`config.mk`:
```
export PLATFORM = sky130hd
export DESIGN_NAME = pipeline_hazard_ctrl_flat
export DESIGN_NICKNAME = d
export VERILOG_FILES = /design/src/rtl/pipeline_hazard_ctrl_if.sv /design/src/rtl/pipeline_hazard_ctrl.sv /design/src/flat_wrapper.sv
export SDC_FILE = /design/constraint.sdc
export NUM_CORES = 1
export LEC_CHECK = 0
export ABC_AREA = 1
export CORE_ASPECT_RATIO = 0.8
export CORE_MARGIN = 3
export CORE_UTILIZATION = 50
export CTS_BUF_LIST = sky130_fd_sc_hd__clkbuf_16
export DETAILED_ROUTE_END_ITERATION = 10
export PLACE_DENSITY = 0.88
export SYNTH_ARGS = -nofsm -noshare
export SYNTH_HDL_FRONTEND = slang
export SYNTH_SLANG_ARGS = --single-unit
export TNS_END_PERCENT = 100
```
`constraint.sdc`:
```
create_clock -name clk -period 1.9 [get_ports clk]
set_input_delay 0.285 -clock clk [delete_from_list [all_inputs] [get_ports clk]]
set_output_delay 0.285 -clock clk [all_outputs]
set_load 0.02 [all_outputs]
```
`src/rtl/pipeline_hazard_ctrl_if.sv`:
```
// Signal bundle between the ID-stage hazard controller and the pipeline.
// The controller uses the slave modport; the pipeline side uses master.
interface pipeline_hazard_ctrl_if #(
  parameter int unsigned REG_BITS = 5
);
  logic [REG_BITS-1:0] idRs;
  logic [REG_BITS-1:0] idRt;
  logic                idUsesRt;
  logic                idUsesHiLo;
  logic                idMdStart;
  logic                exMemRead;
  logic [REG_BITS-1:0] exRt;
  logic                exMdStart;
  logic                branchTaken;
  logic                pcWrite;
  logic                ifidWrite;
  logic                ifidFlush;
  logic                idexBubble;
  logic                hazard;
  logic                mdBusy;
  logic [15:0]         stallCycles;

  modport master (
    output idRs, idRt, idUsesRt, idUsesHiLo, idMdStart,
           exMemRead, exRt, exMdStart, branchTaken,
    input  pcWrite, ifidWrite, ifidFlush, idexBubble, hazard,
           mdBusy, stallCycles
  );

  modport slave (
    input  idRs, idRt, idUsesRt, idUsesHiLo, idMdStart,
           exMemRead, exRt, exMdStart, branchTaken,
    output pcWrite, ifidWrite, ifidFlush, idexBubble, hazard,
           mdBusy, stallCycles
  );
endinterface

```
`src/rtl/pipeline_hazard_ctrl.sv`:
```
// Hazard and stall controller for the five-stage pipeline: load-use stalls,
// taken-branch flushes and mul/div dependency holds, with a saturating
// stall-cycle counter.
module pipeline_hazard_ctrl #(
  parameter int unsigned MULDIV_CYCLES = 8,
  parameter int unsigned REG_BITS      = 5
) (
  input  logic                 clk,
  input  logic                 reset,
  pipeline_hazard_ctrl_if.slave bus
);

  typedef enum logic {
    RUN     = 1'b0,
    MD_BUSY = 1'b1
  } state_t;

  localparam logic [REG_BITS-1:0] REG_ZERO = '0;
  localparam logic [7:0]          CNT_LOAD = 8'(MULDIV_CYCLES - 1);

  state_t      state, state_next;
  logic [7:0]  cnt, cnt_next;
  logic [15:0] stall_count;
  logic        load_use;
  logic        md_dep;
  logic        stall;

  // Hazard detection; a taken branch makes the ID instruction wrong-path,
  // so it overrides any stall.
  always_comb begin
    load_use = bus.exMemRead && (bus.exRt != REG_ZERO) &&
               ((bus.exRt == bus.idRs) ||
                (bus.idUsesRt && (bus.exRt == bus.idRt)));
    md_dep   = (state == MD_BUSY) && (bus.idUsesHiLo || bus.idMdStart);
    stall    = (load_use || md_dep) && !bus.branchTaken;
  end

  // State register and mul/div down-counter.
  always_ff @(posedge clk) begin
    if (reset) begin
      state <= RUN;
      cnt   <= '0;
    end else begin
      state <= state_next;
      cnt   <= cnt_next;
    end
  end

  // Next state: a start while already busy is ignored, and branches never
  // cancel the in-flight operation.
  always_comb begin
    state_next = state;
    cnt_next   = cnt;
    unique case (state)
      RUN: begin
        if (bus.exMdStart) begin
          state_next = MD_BUSY;
          cnt_next   = CNT_LOAD;
        end
      end
      MD_BUSY: begin
        if (cnt == 8'd0) begin
          state_next = RUN;
        end else begin
          cnt_next = cnt - 8'd1;
        end
      end
      default: begin
        state_next = RUN;
        cnt_next   = '0;
      end
    endcase
  end

  // Saturating count of stalled cycles.
  always_ff @(posedge clk) begin
    if (reset) begin
      stall_count <= '0;
    end else if (stall && (stall_count != '1)) begin
      stall_count <= stall_count + 16'd1;
    end
  end

  // Pipeline control outputs, forced to a flushed/held pattern during reset.
  always_comb begin
    bus.pcWrite     = !stall;
    bus.ifidWrite   = !stall;
    bus.ifidFlush   = bus.branchTaken;
    bus.idexBubble  = stall || bus.branchTaken;
    bus.hazard      = stall;
    bus.mdBusy      = (state == MD_BUSY);
    bus.stallCycles = stall_count;
    if (reset) begin
      bus.pcWrite    = 1'b0;
      bus.ifidWrite  = 1'b0;
      bus.ifidFlush  = 1'b1;
      bus.idexBubble = 1'b1;
      bus.hazard     = 1'b0;
    end
  end

endmodule

```
`src/flat_wrapper.sv`:
```
// flat-port wrapper written by rule: the top's interface ports become plain ports
module pipeline_hazard_ctrl_flat 
#(
  parameter int unsigned MULDIV_CYCLES = 8,
  parameter int unsigned REG_BITS      = 5
)
  (clk, reset, bus_idRs, bus_idRt, bus_idUsesRt, bus_idUsesHiLo, bus_idMdStart, bus_exMemRead, bus_exRt, bus_exMdStart, bus_branchTaken, bus_pcWrite, bus_ifidWrite, bus_ifidFlush, bus_idexBubble, bus_hazard, bus_mdBusy, bus_stallCycles);
  pipeline_hazard_ctrl_if #(.REG_BITS(REG_BITS)) bus_i ();
  input  logic clk;
  input  logic reset;
  input wire logic [$bits(bus_i.idRs)-1:0] bus_idRs;
  input wire logic [$bits(bus_i.idRt)-1:0] bus_idRt;
  input wire logic [$bits(bus_i.idUsesRt)-1:0] bus_idUsesRt;
  input wire logic [$bits(bus_i.idUsesHiLo)-1:0] bus_idUsesHiLo;
  input wire logic [$bits(bus_i.idMdStart)-1:0] bus_idMdStart;
  input wire logic [$bits(bus_i.exMemRead)-1:0] bus_exMemRead;
  input wire logic [$bits(bus_i.exRt)-1:0] bus_exRt;
  input wire logic [$bits(bus_i.exMdStart)-1:0] bus_exMdStart;
  input wire logic [$bits(bus_i.branchTaken)-1:0] bus_branchTaken;
  output wire logic [$bits(bus_i.pcWrite)-1:0] bus_pcWrite;
  output wire logic [$bits(bus_i.ifidWrite)-1:0] bus_ifidWrite;
  output wire logic [$bits(bus_i.ifidFlush)-1:0] bus_ifidFlush;
  output wire logic [$bits(bus_i.idexBubble)-1:0] bus_idexBubble;
  output wire logic [$bits(bus_i.hazard)-1:0] bus_hazard;
  output wire logic [$bits(bus_i.mdBusy)-1:0] bus_mdBusy;
  output wire logic [$bits(bus_i.stallCycles)-1:0] bus_stallCycles;
  assign bus_i.idRs = bus_idRs;
  assign bus_i.idRt = bus_idRt;
  assign bus_i.idUsesRt = bus_idUsesRt;
  assign bus_i.idUsesHiLo = bus_idUsesHiLo;
  assign bus_i.idMdStart = bus_idMdStart;
  assign bus_i.exMemRead = bus_exMemRead;
  assign bus_i.exRt = bus_exRt;
  assign bus_i.exMdStart = bus_exMdStart;
  assign bus_i.branchTaken = bus_branchTaken;
  assign bus_pcWrite = bus_i.pcWrite;
  assign bus_ifidWrite = bus_i.ifidWrite;
  assign bus_ifidFlush = bus_i.ifidFlush;
  assign bus_idexBubble = bus_i.idexBubble;
  assign bus_hazard = bus_i.hazard;
  assign bus_mdBusy = bus_i.mdBusy;
  assign bus_stallCycles = bus_i.stallCycles;
  pipeline_hazard_ctrl #(.MULDIV_CYCLES(MULDIV_CYCLES), .REG_BITS(REG_BITS)) u_core (.clk(clk), .reset(reset), .bus(bus_i));
endmodule
```
==> results of run 1 <==
==> stage by stage <==
step / setup TNS, ns / hold slack (ns) / total power, mW
finish: 0 / 0.4547 / 1.378
global route: 0 / 0.4895 / 1.450
floorplan: 0 / 0.4217 / 0.8066
CTS: -0.04489 / 0.4568 / 1.383
global placement: -3.473 / 0.4386 / 0.9085
detailed placement: -4.553 / 0.4427 / 0.9210
==> cells by family after synthesis <==
group,synth area share
fa+ha+maj,0.01978
compound gates,0.04812
flops,0.2637
simple gates,0.4555
xor+xnor,0.01846
buf+inv,0.1945
==> layer usage <==
| metal | GRT usage | vias to the layer above | routed length (um) |
|---|---|---|---|
| li1 | - | 1081 | - |
| met1 | 0.2424 | 902 | 2084 |
| met2 | 0.3734 | 49 | 2170 |
| met3 | 0.05220 | 6 | 234 |
| met4 | 0.05330 | 0 | 42 |
| met5 | 0 | - | 0 |
==> how the worst max path moves through the flow <==
stage                                       to  cells past startpoint
finish                           bus_ifidWrite                      8
global route        u_core.bus.stallCycles[11]                     10
CTS                              bus_ifidWrite                      9
detailed placement               bus_ifidWrite                     10
global placement                   bus_pcWrite                      9
floorplan                          bus_pcWrite                      9
==> registers in the layout, summed over array words and instances, names as in the netlist <==
signal                  flops
u_core.bus.stallCycles     16
u_core.bus.mdBusy           1
u_core.cnt                  8
==> power groups by stage <==
stage | registers (mW) | logic, mW | clock network [mW]
floorplan | 0.584 | 0.223 | 0
global placement | 0.580 | 0.329 | 0
detailed placement | 0.580 | 0.341 | 0
CTS | 0.568 | 0.335 | 0.480
global route | 0.571 | 0.381 | 0.499
finish | 0.569 | 0.340 | 0.469
==> cell usage after synthesis <==
cell type,n
sky130_fd_sc_hd__nand2_1,91
sky130_fd_sc_hd__inv_1,76
sky130_fd_sc_hd__nor2_1,39
sky130_fd_sc_hd__dfxtp_1,25
sky130_fd_sc_hd__nand4_1,20
sky130_fd_sc_hd__nand3_1,18
sky130_fd_sc_hd__a21oi_1,10
sky130_fd_sc_hd__nand3_2,9
sky130_fd_sc_hd__o21ai_0,5
sky130_fd_sc_hd__inv_2,4
sky130_fd_sc_hd__buf_4,3
sky130_fd_sc_hd__clkbuf_1,3
sky130_fd_sc_hd__ha_1,3
sky130_fd_sc_hd__nor3_1,3
sky130_fd_sc_hd__xnor2_1,3
sky130_fd_sc_hd__nand2_2,2
sky130_fd_sc_hd__nor2_2,2
sky130_fd_sc_hd__nor3_2,2
sky130_fd_sc_hd__a221oi_1,1
sky130_fd_sc_hd__buf_1,1
sky130_fd_sc_hd__buf_2,1
sky130_fd_sc_hd__buf_6,1
sky130_fd_sc_hd__buf_8,1
sky130_fd_sc_hd__nand2_4,1
sky130_fd_sc_hd__o211ai_1,1
sky130_fd_sc_hd__xor2_1,1
==> final cells by class <==
cell class | instances | area (um2)
fill | 289 | 1067
multi-input combinational | 211 | 1039
timing repair buffer | 50 | 503.0
sequential | 25 | 500.5
inverter | 80 | 300.3
clock buffer | 3 | 75.07
tap | 42 | 52.55
clock inverter | 1 | 5.005
==> critical path, stage by stage <==
cell,delay [ns]
sky130_fd_sc_hd__clkdlybuf4s50_1,0.43
sky130_fd_sc_hd__xnor2_1,0.14
sky130_fd_sc_hd__nand3_1,0.09
sky130_fd_sc_hd__nand2_1,0.06
sky130_fd_sc_hd__nand2_2,0.11
sky130_fd_sc_hd__nand2_4,0.06
sky130_fd_sc_hd__a21oi_2,0.14
sky130_fd_sc_hd__buf_4,0.16
==> repair_timing <==
action                                  in CTS  in global routing
endpoints found under the setup margin       4                 21
pin swaps                                    0                 11
resized for setup                           19                 19
endpoints found under the hold margin        0                  0
==> results.rst, run 1 <==
.. list-table::
   :header-rows: 1

   * - Metric
     - Value
   * - DRC
     - 0
   * - Worst vdd ir
     - 457.0 uV
   * - Layout Cells excl Fill
     - 412
   * - Classification of the worst setup path
     - input port to output pin
   * - Site Rows
     - 19
   * - Final setup violation count
     - 0
   * - Run status
     - finished, final reports clean
   * - Fraction of the core area covered by cells at the end of the flow
     - 0.6987
   * - Post-layout net count
     - 397
   * - Floorplan die height
     - 61.11 um
   * - Launch point of the critical path
     - bus_idRs[4]
   * - Sink of the worst hold path
     - u_core.cnt[3]
   * - Type of element launching the critical path
     - input port
   * - Max-slew violations
     - 0
   * - Detailed placer's ending HPWL
     - 3398 um
   * - I/O Pins
     - 45
   * - Clock sink count
     - 25
   * - Final WS setup
     - 0.1280 ns
   * - Fraction of layout cells with a size suffix above 1
     - 0.1000
   * - Internal cell power
     - approximately 970 uW
   * - Gate Count Post-Synth
     - ~330
   * - Power density normalized to cell area
     - 556.7 mW/mm2
   * - Placement Cell Area
     - 0.002367 mm2
   * - Required time of the critical path
     - around 1.6 ns
   * - Post-Synthesis Cell Area
     - 0.001898 mm2
   * - Startpoint of the most critical hold path
     - u_core.cnt[3]
   * - Top library cells by usage in the layout, fill and taps aside
     - 91 x sky130_fd_sc_hd__nand2_1, 76 x sky130_fd_sc_hd__inv_1, 38 x sky130_fd_sc_hd__nor2_1
   * - Routed WL
     - approximately 4500 um
   * - Static Leak
     - 1.329 nW
   * - Hold path depth
     - 1
   * - Per-instance average area after synthesis
     - around 5.8 um2
   * - DR WL/cell
     - 11.00 um
   * - Total of hold buffers inserted after clock tree synthesis
     - 0
   * - Die width
     - 74.89 um
   * - Setup slack on the worst flop-to-flop path
     - roughly 0.24 ns
   * - Buffer cell driving the clock tree root
     - sky130_fd_sc_hd__clkbuf_16
   * - Drt pass-1 iters
     - 4
   * - RSZ-0062 raised after global routing
     - false
   * - Number of flip-flops and latches in the synthesized netlist
     - 25
   * - Via-per-instance ratio
     - 4.947
   * - R2R Path Start
     - u_core.bus.stallCycles[0]
   * - Setup WS pre-CTS
     - -0.4998 ns
   * - GRT Residual Overflow
     - 0
   * - Initial antenna violation count
     - 0
   * - Vias in the first global route
     - 1884
   * - Maximum level of the CTS H-tree
     - 1
   * - Longest Clk Path Bufs
     - 2
   * - Initial core utilization
     - 0.5359
   * - Cell type with the largest total area after synthesis
     - sky130_fd_sc_hd__dfxtp_1
   * - Most common cell after layout, fill and taps aside
     - sky130_fd_sc_hd__nand2_1
   * - Top area cells in the synthesized netlist
     - sky130_fd_sc_hd__dfxtp_1 26%, sky130_fd_sc_hd__nand2_1 18%, sky130_fd_sc_hd__inv_1 15%, sky130_fd_sc_hd__nor2_1 7.7%, sky130_fd_sc_hd__nand4_1 6.6%
   * - Area grow syn2layout
     - 30.39%
   * - # port buffers
     - between 40 and 50
   * - Yosys warning count
     - 0
   * - Area of all placed cells without fillers
     - 0.002475 mm2
   * - Number of cells traversed by the worst register-to-register path
     - 10
   * - Pin count of the biggest net entering global routing
     - 31
   * - Total routing usage reported by global routing
     - 0.2056
   * - Final GP Congestion
     - ~0.9
   * - Switching power
     - 404.1 uW
   * - Number of buffers inserted by post-CTS setup repair
     - 0
   * - Worst min-delay path category
     - flop to flop
   * - Core region area
     - about 0.0035 mm2
   * - Area enclosed by the die boundary
     - approximately 0.0046 mm2
   * - Clk pin slew, worst setup/hold paths
     - 0.07 ns
   * - Worst flop-to-flop path endpoint
     - u_core.bus.stallCycles[11]
   * - Wire length of the first global-routing pass
     - 7576 um
   * - Critical Path AT
     - 1.49 ns
   * - Count of placed standard cells including taps
     - between 400 and 500
   * - Largest fanout of any net on the critical path
     - 3
   * - Mapped Nets
     - 352
   * - Proportion of power drawn by the clock network
     - 0.340
   * - Worst max-slew margin expressed relative to the limit
     - 0.7836
   * - Detailed router's first-iteration violation count
     - 74
   * - Clock Latency Late Sink
     - 0.26 ns
   * - Final hold viol count
     - 0
   * - Period Utilization, post-route
     - 0.9326
   * - Setup clock skew after layout
     - 0.006966 ns
   * - F_max
     - 0.5643 GHz
   * - Max-capacitance violation count
     - 0
   * - Logic pwr share
     - 0.247
   * - Net Sw Frac
     - 0.2933
   * - Number of inserted diodes
     - 0
   * - Sequential cell area fraction in the yosys report
     - 0.2637
   * - TritonCTS clock tree
     - yes
   * - Crit. End Element
     - output pin
   * - Synth top area share
     - 0.2637
   * - Count of cell types in the netlist
     - 26
   * - Worst slew pin tran
     - 0.3246 ns
   * - Number of vias in the routed layout
     - 2038
   * - Minimum clock period after layout
     - 1.772 ns
   * - CTS Buf Count
     - 3
   * - Number of nets with antenna violations after routing
     - 0
   * - Relative contribution of sequential cells to total power
     - 0.413
Power figures use the tool's default switching activity.
==> inputs of run 2 (changes only) <==
CORE_UTILIZATION = 33   (was 50)
PLACE_DENSITY = 0.65   (was 0.88)
==> results.rst, run 2 (synthesized netlist as in run 1, its figures left out) <==
.. list-table::
   :header-rows: 1

   * - Metric
     - Value
   * - Type of element launching the critical path
     - input port
   * - Core region area
     - 0.005495 mm2
   * - Critical Path AT
     - 1.50 ns
   * - Top library cells by usage in the layout, fill and taps aside
     - 91 x sky130_fd_sc_hd__nand2_1, 75 x sky130_fd_sc_hd__inv_1, 38 x sky130_fd_sc_hd__nor2_1
   * - Worst vdd ir
     - 379.8 uV
   * - Worst min-delay path category
     - flop to flop
   * - Wire length of the first global-routing pass
     - roughly 8300 um
   * - Count of placed standard cells including taps
     - approximately 450
   * - Placement Cell Area
     - 0.002435 mm2
   * - Required time of the critical path
     - ~1.6 ns
   * - Area enclosed by the die boundary
     - 0.006703 mm2
   * - Power density normalized to cell area
     - 548.0 mW/mm2
   * - Most common cell after layout, fill and taps aside
     - sky130_fd_sc_hd__nand2_1
   * - DRC
     - 0
   * - Die width
     - 90.79 um
   * - Pin count of the biggest net entering global routing
     - 31
   * - Total routing usage reported by global routing
     - 0.1464
   * - Classification of the worst setup path
     - input port to output pin
   * - Via-per-instance ratio
     - 4.304
   * - Initial antenna violation count
     - 0
   * - Longest Clk Path Bufs
     - 2
   * - Clk pin slew, worst setup/hold paths
     - about 0.060 ns
   * - Final total power
     - 1.386 mW
   * - Routed WL
     - 4430 um
   * - Buffer cell driving the clock tree root
     - sky130_fd_sc_hd__clkbuf_16
   * - Final total negative setup slack
     - 0 ns
   * - GRT Residual Overflow
     - 0
   * - Layout Cells excl Fill
     - 451
   * - Max-slew violations
     - 0
   * - Clock Latency Late Sink
     - 0.26 ns
   * - Detailed router's first-iteration violation count
     - 92
   * - Floorplan die height
     - 73.84 um
   * - Static Leak
     - ~1.3 nW
   * - Vias in the first global route
     - 1924
   * - Drt pass-1 iters
     - 4
   * - RSZ-0062 raised after global routing
     - false
   * - Worst slew pin tran
     - ~0.35 ns
   * - F_max
     - roughly 0.56 GHz
   * - Number of vias in the routed layout
     - 1941
   * - Most common cell type on the critical path
     - sky130_fd_sc_hd__buf_6
   * - Largest fanout of any net on the critical path
     - 2
   * - DR WL/cell
     - ~9.8 um
   * - Clock sink count
     - 25
   * - CP max stage delay
     - 0.47 ns
   * - Total of hold buffers inserted after clock tree synthesis
     - 0
   * - Area of all placed cells without fillers
     - about 0.0025 mm2
   * - Max-capacitance violation count
     - 0
   * - Worst max-slew margin expressed relative to the limit
     - 0.7669
   * - Post-Route Hold Slack
     - approximately 0.46 ns
   * - Number of inserted diodes
     - 0
   * - Cell type of the slowest stage on the worst timing path
     - sky130_fd_sc_hd__clkdlybuf4s50_1
   * - Maximum level of the CTS H-tree
     - 1
   * - Fraction of the core area covered by cells at the end of the flow
     - 0.4602
   * - Final hold viol count
     - 0
   * - I/O Pins
     - 45
   * - Detailed placer's ending HPWL
     - 3435 um
   * - Initial core utilization
     - 0.3454
   * - Number of buffers inserted by post-CTS setup repair
     - 0
   * - CP Cell Sequence
     - clkdlybuf4s50_1, xnor2_1, nand3_1, nand2_1, nand2_2, buf_6, a21oi_4, buf_6
   * - Run status
     - finished, final reports clean
   * - Setup clock skew after layout
     - around 0.0046 ns
   * - Post-layout net count
     - 400
   * - # port buffers
     - 44
   * - Setup WS pre-CTS
     - -0.5868 ns
   * - Minimum clock period after layout
     - 1.784 ns
   * - Number of nets with antenna violations after routing
     - 0
   * - CTS Buf Count
     - 3
   * - Max FFs per register
     - 16
   * - Fraction of layout cells with a size suffix above 1
     - 0.1099
   * - Final setup violation count
     - 0
   * - Site Rows
     - 24
   * - TritonCTS clock tree
     - yes
   * - Period Utilization, post-route
     - 0.9387
   * - Area grow syn2layout
     - 33.22%
   * - Final GP Congestion
     - 0.9180
   * - Crit. End Element
     - output pin
   * - Final WS setup
     - 0.1165 ns
run 2: cell types whose count changed in the layout (fill, tap and decap cells not counted), sizes merged:
cell and change:
dlymetal6s2s -7, buf +3, dlygate4sd2 +7
run 2: final cells by class:
type / instances / area, um2
Tap cell: 78 / 97.59
Clock inverter: 1 / 5.005
Multi-Input combinational cell: 211 / 1046
Clock buffer: 3 / 75.07
Timing Repair Buffer: 53 / 504.2
Sequential cell: 25 / 500.5
Fill cell: 574 / 2967
Inverter: 80 / 300.3
run 2: path summary, 6_finish.rpt:
| path | depth (start not counted) | startpoint | slack [ns] | end |
|---|---|---|---|---|
| max reg2reg | 10 | u_core.bus.stallCycles[0] | 0.25 | u_core.bus.stallCycles[11] |
| min | 1 | u_core.cnt[3] | 0.46 | u_core.cnt[3] |
| max | 8 | bus_idRs[4] | 0.12 | bus_hazard |
| min reg2reg | 1 | u_core.cnt[3] | 0.46 | u_core.cnt[3] |
run 2: where the power goes:
part,internal [mW],switching [mW],total (mW)
combinational,0.144,0.198,0.343
sequential,0.548,0.0201,0.568
clock,0.284,0.191,0.475
total,0.976,0.410,1.39
run 2: per-layer routing:
layer  track usage  part of all wire  routed length, um  up-vias
li1              -                 -                  -     1086
met1        0.1878              0.51               2276      821
met2        0.2564              0.44               1945       32
met3       0.03480             0.042                187        2
met4       0.02508            0.0047                 21        0
met5             0                 0                  0        -
run 2: critical path, delay by kind of cell:
family | cells | cell delay, ns
buffers and inverters | 3 | 0.72
AND/OR/NAND/NOR | 3 | 0.24
AO/OA/AOI/OAI | 1 | 0.14
XOR/XNOR | 1 | 0.11
run 2: repair_timing:
action,in CTS,in global routing
pin swaps,6,7
gates resized for setup,30,11
cloned,0,0
endpoints found under the setup margin,6,18
==> inputs of run 3 (changes only) <==
SKIP_CTS_REPAIR_TIMING = 1   (was unset)
==> results.rst, run 3 (synthesized netlist as in run 1, its figures left out) <==
.. list-table::
   :header-rows: 1

   * - Metric
     - Value
   * - Run status
     - finished, final reports clean
   * - RSZ-0062 raised after global routing
     - false
   * - CTS Buf Count
     - 3
   * - Final WS setup
     - 0.1061 ns
   * - Critical Path AT
     - 1.51 ns
   * - Worst slew pin tran
     - 0.3511 ns
   * - Placement Cell Area
     - 0.002435 mm2
   * - Area of all placed cells without fillers
     - 0.002582 mm2
   * - Routed WL
     - 4459 um
   * - Internal cell power
     - 984.6 uW
   * - Post-Route Hold Slack
     - 0.4556 ns
   * - DRC
     - 0
   * - Final setup violation count
     - 0
   * - Largest fanout of any net on the critical path
     - 2
   * - Floorplan die height
     - 73.84 um
   * - Type of element launching the critical path
     - input port
   * - Final hold viol count
     - 0
   * - Number of vias in the routed layout
     - 1961
   * - Classification of the worst setup path
     - input port to output pin
   * - Most common cell after layout, fill and taps aside
     - sky130_fd_sc_hd__nand2_1
   * - Top library cells by usage in the layout, fill and taps aside
     - 91 x sky130_fd_sc_hd__nand2_1, 74 x sky130_fd_sc_hd__inv_1, 37 x sky130_fd_sc_hd__nor2_1
   * - Final GP Congestion
     - between 0.9 and 1
   * - Post-layout net count
     - 400
   * - I/O Pins
     - 45
   * - Relative contribution of sequential cells to total power
     - 0.406
   * - Worst min-delay path category
     - flop to flop
   * - GRT Residual Overflow
     - 0
   * - Logic pwr share
     - 0.254
   * - Net Sw Frac
     - 0.2956
   * - Vias in the first global route
     - 1910
   * - Site Rows
     - 24
   * - Total routing usage reported by global routing
     - 0.1449
   * - Number of inserted diodes
     - 0
   * - Required time of the critical path
     - 1.62 ns
   * - Power density normalized to cell area
     - 541.3 mW/mm2
   * - Switching power
     - 413.2 uW
   * - DR WL/cell
     - 9.887 um
   * - TritonCTS clock tree
     - yes
   * - Longest Clk Path Bufs
     - 2
   * - Worst vdd ir
     - 379.8 uV
   * - Clock Latency Late Sink
     - 0.26 ns
   * - Detailed placer's ending HPWL
     - 3435 um
   * - Pin count of the biggest net entering global routing
     - 31
   * - Count of placed standard cells including taps
     - 447
   * - Static Leak
     - 1.369 nW
   * - Initial core utilization
     - 0.3454
   * - Minimum clock period after layout
     - 1.794 ns
   * - F_max
     - 0.5574 GHz
   * - Setup clock skew after layout
     - 0.004499 ns
   * - Final total power
     - 1.398 mW
   * - Number of nets with antenna violations after routing
     - 0
   * - Die width
     - roughly 90 um
   * - Layout Cells excl Fill
     - 451
   * - # port buffers
     - 44
   * - Worst max-slew margin expressed relative to the limit
     - 0.7659
   * - Fraction of layout cells with a size suffix above 1
     - 0.1153
   * - Buffer cell driving the clock tree root
     - sky130_fd_sc_hd__clkbuf_16
   * - Crit. End Element
     - output pin
   * - Detailed router's first-iteration violation count
     - 78
   * - Area enclosed by the die boundary
     - 0.006703 mm2
   * - Maximum level of the CTS H-tree
     - 1
   * - Proportion of power drawn by the clock network
     - 0.340
   * - Final total negative setup slack
     - 0 ns
   * - Core region area
     - 0.005495 mm2
   * - Via-per-instance ratio
     - 4.348
   * - Drt pass-1 iters
     - 4
   * - Clock sink count
     - 25
   * - Clk pin slew, worst setup/hold paths
     - 0.06 ns
   * - Max-slew violations
     - 0
   * - Max FFs per register
     - 16
   * - Wire length of the first global-routing pass
     - 8245 um
   * - Area grow syn2layout
     - 36.06%
   * - Period Utilization, post-route
     - 0.9442
   * - Max-capacitance violation count
     - 0
   * - Fraction of the core area covered by cells at the end of the flow
     - 0.4699
   * - Initial antenna violation count
     - 0
   * - Setup WS pre-CTS
     - -0.5868 ns
==> run 3: critical path, stage by stage <==
cell and delay [ns]:
sky130_fd_sc_hd__clkdlybuf4s50_1 0.47, sky130_fd_sc_hd__xnor2_1 0.11, sky130_fd_sc_hd__nand3_1 0.09, sky130_fd_sc_hd__nand2_1 0.09
sky130_fd_sc_hd__nand2_2 0.08, sky130_fd_sc_hd__buf_4 0.15, sky130_fd_sc_hd__a21oi_4 0.11, sky130_fd_sc_hd__buf_6 0.13
==> run 3: power by group through the flow <==
stage          clock network (mW)  registers (mW)  logic, mW
2_1_floorplan                   0           0.584      0.223
3_3_place_gp                    0           0.579      0.343
3_5_place_dp                    0           0.579      0.348
4_1_cts                     0.493           0.568      0.349
5_1_grt                     0.514           0.571      0.405
6_report                    0.475           0.568      0.355
==> run 3: cell type report <==
class	count	area [um2]
clock buffers	3	75.07
clock inverters	1	5.005
fillers	565	2913
inverters	80	300.3
multi-input cells	211	1056
flip-flops and latches	25	500.5
well taps	78	97.59
repair buffers	53	548.0
==> run 3: worst paths after layout <==
path                                     end  slack (ns)  cells after the start                      start
setup reg to reg  u_core.bus.stallCycles[11]        0.25                     10  u_core.bus.stallCycles[0]
hold reg to reg                u_core.cnt[3]        0.46                      1              u_core.cnt[3]
hold / removal                 u_core.cnt[3]        0.46                      1              u_core.cnt[3]
setup / recovery                  bus_hazard        0.11                      8                bus_idRs[4]
==> run 3: metal layers <==
metal	GRT usage	vias up	share of wire
met5	0	-	0
met4	0.02508	0	0.0047
met2	0.2555	34	0.44
met3	0.03480	2	0.039
met1	0.1841	841	0.52
li1	-	1084	-
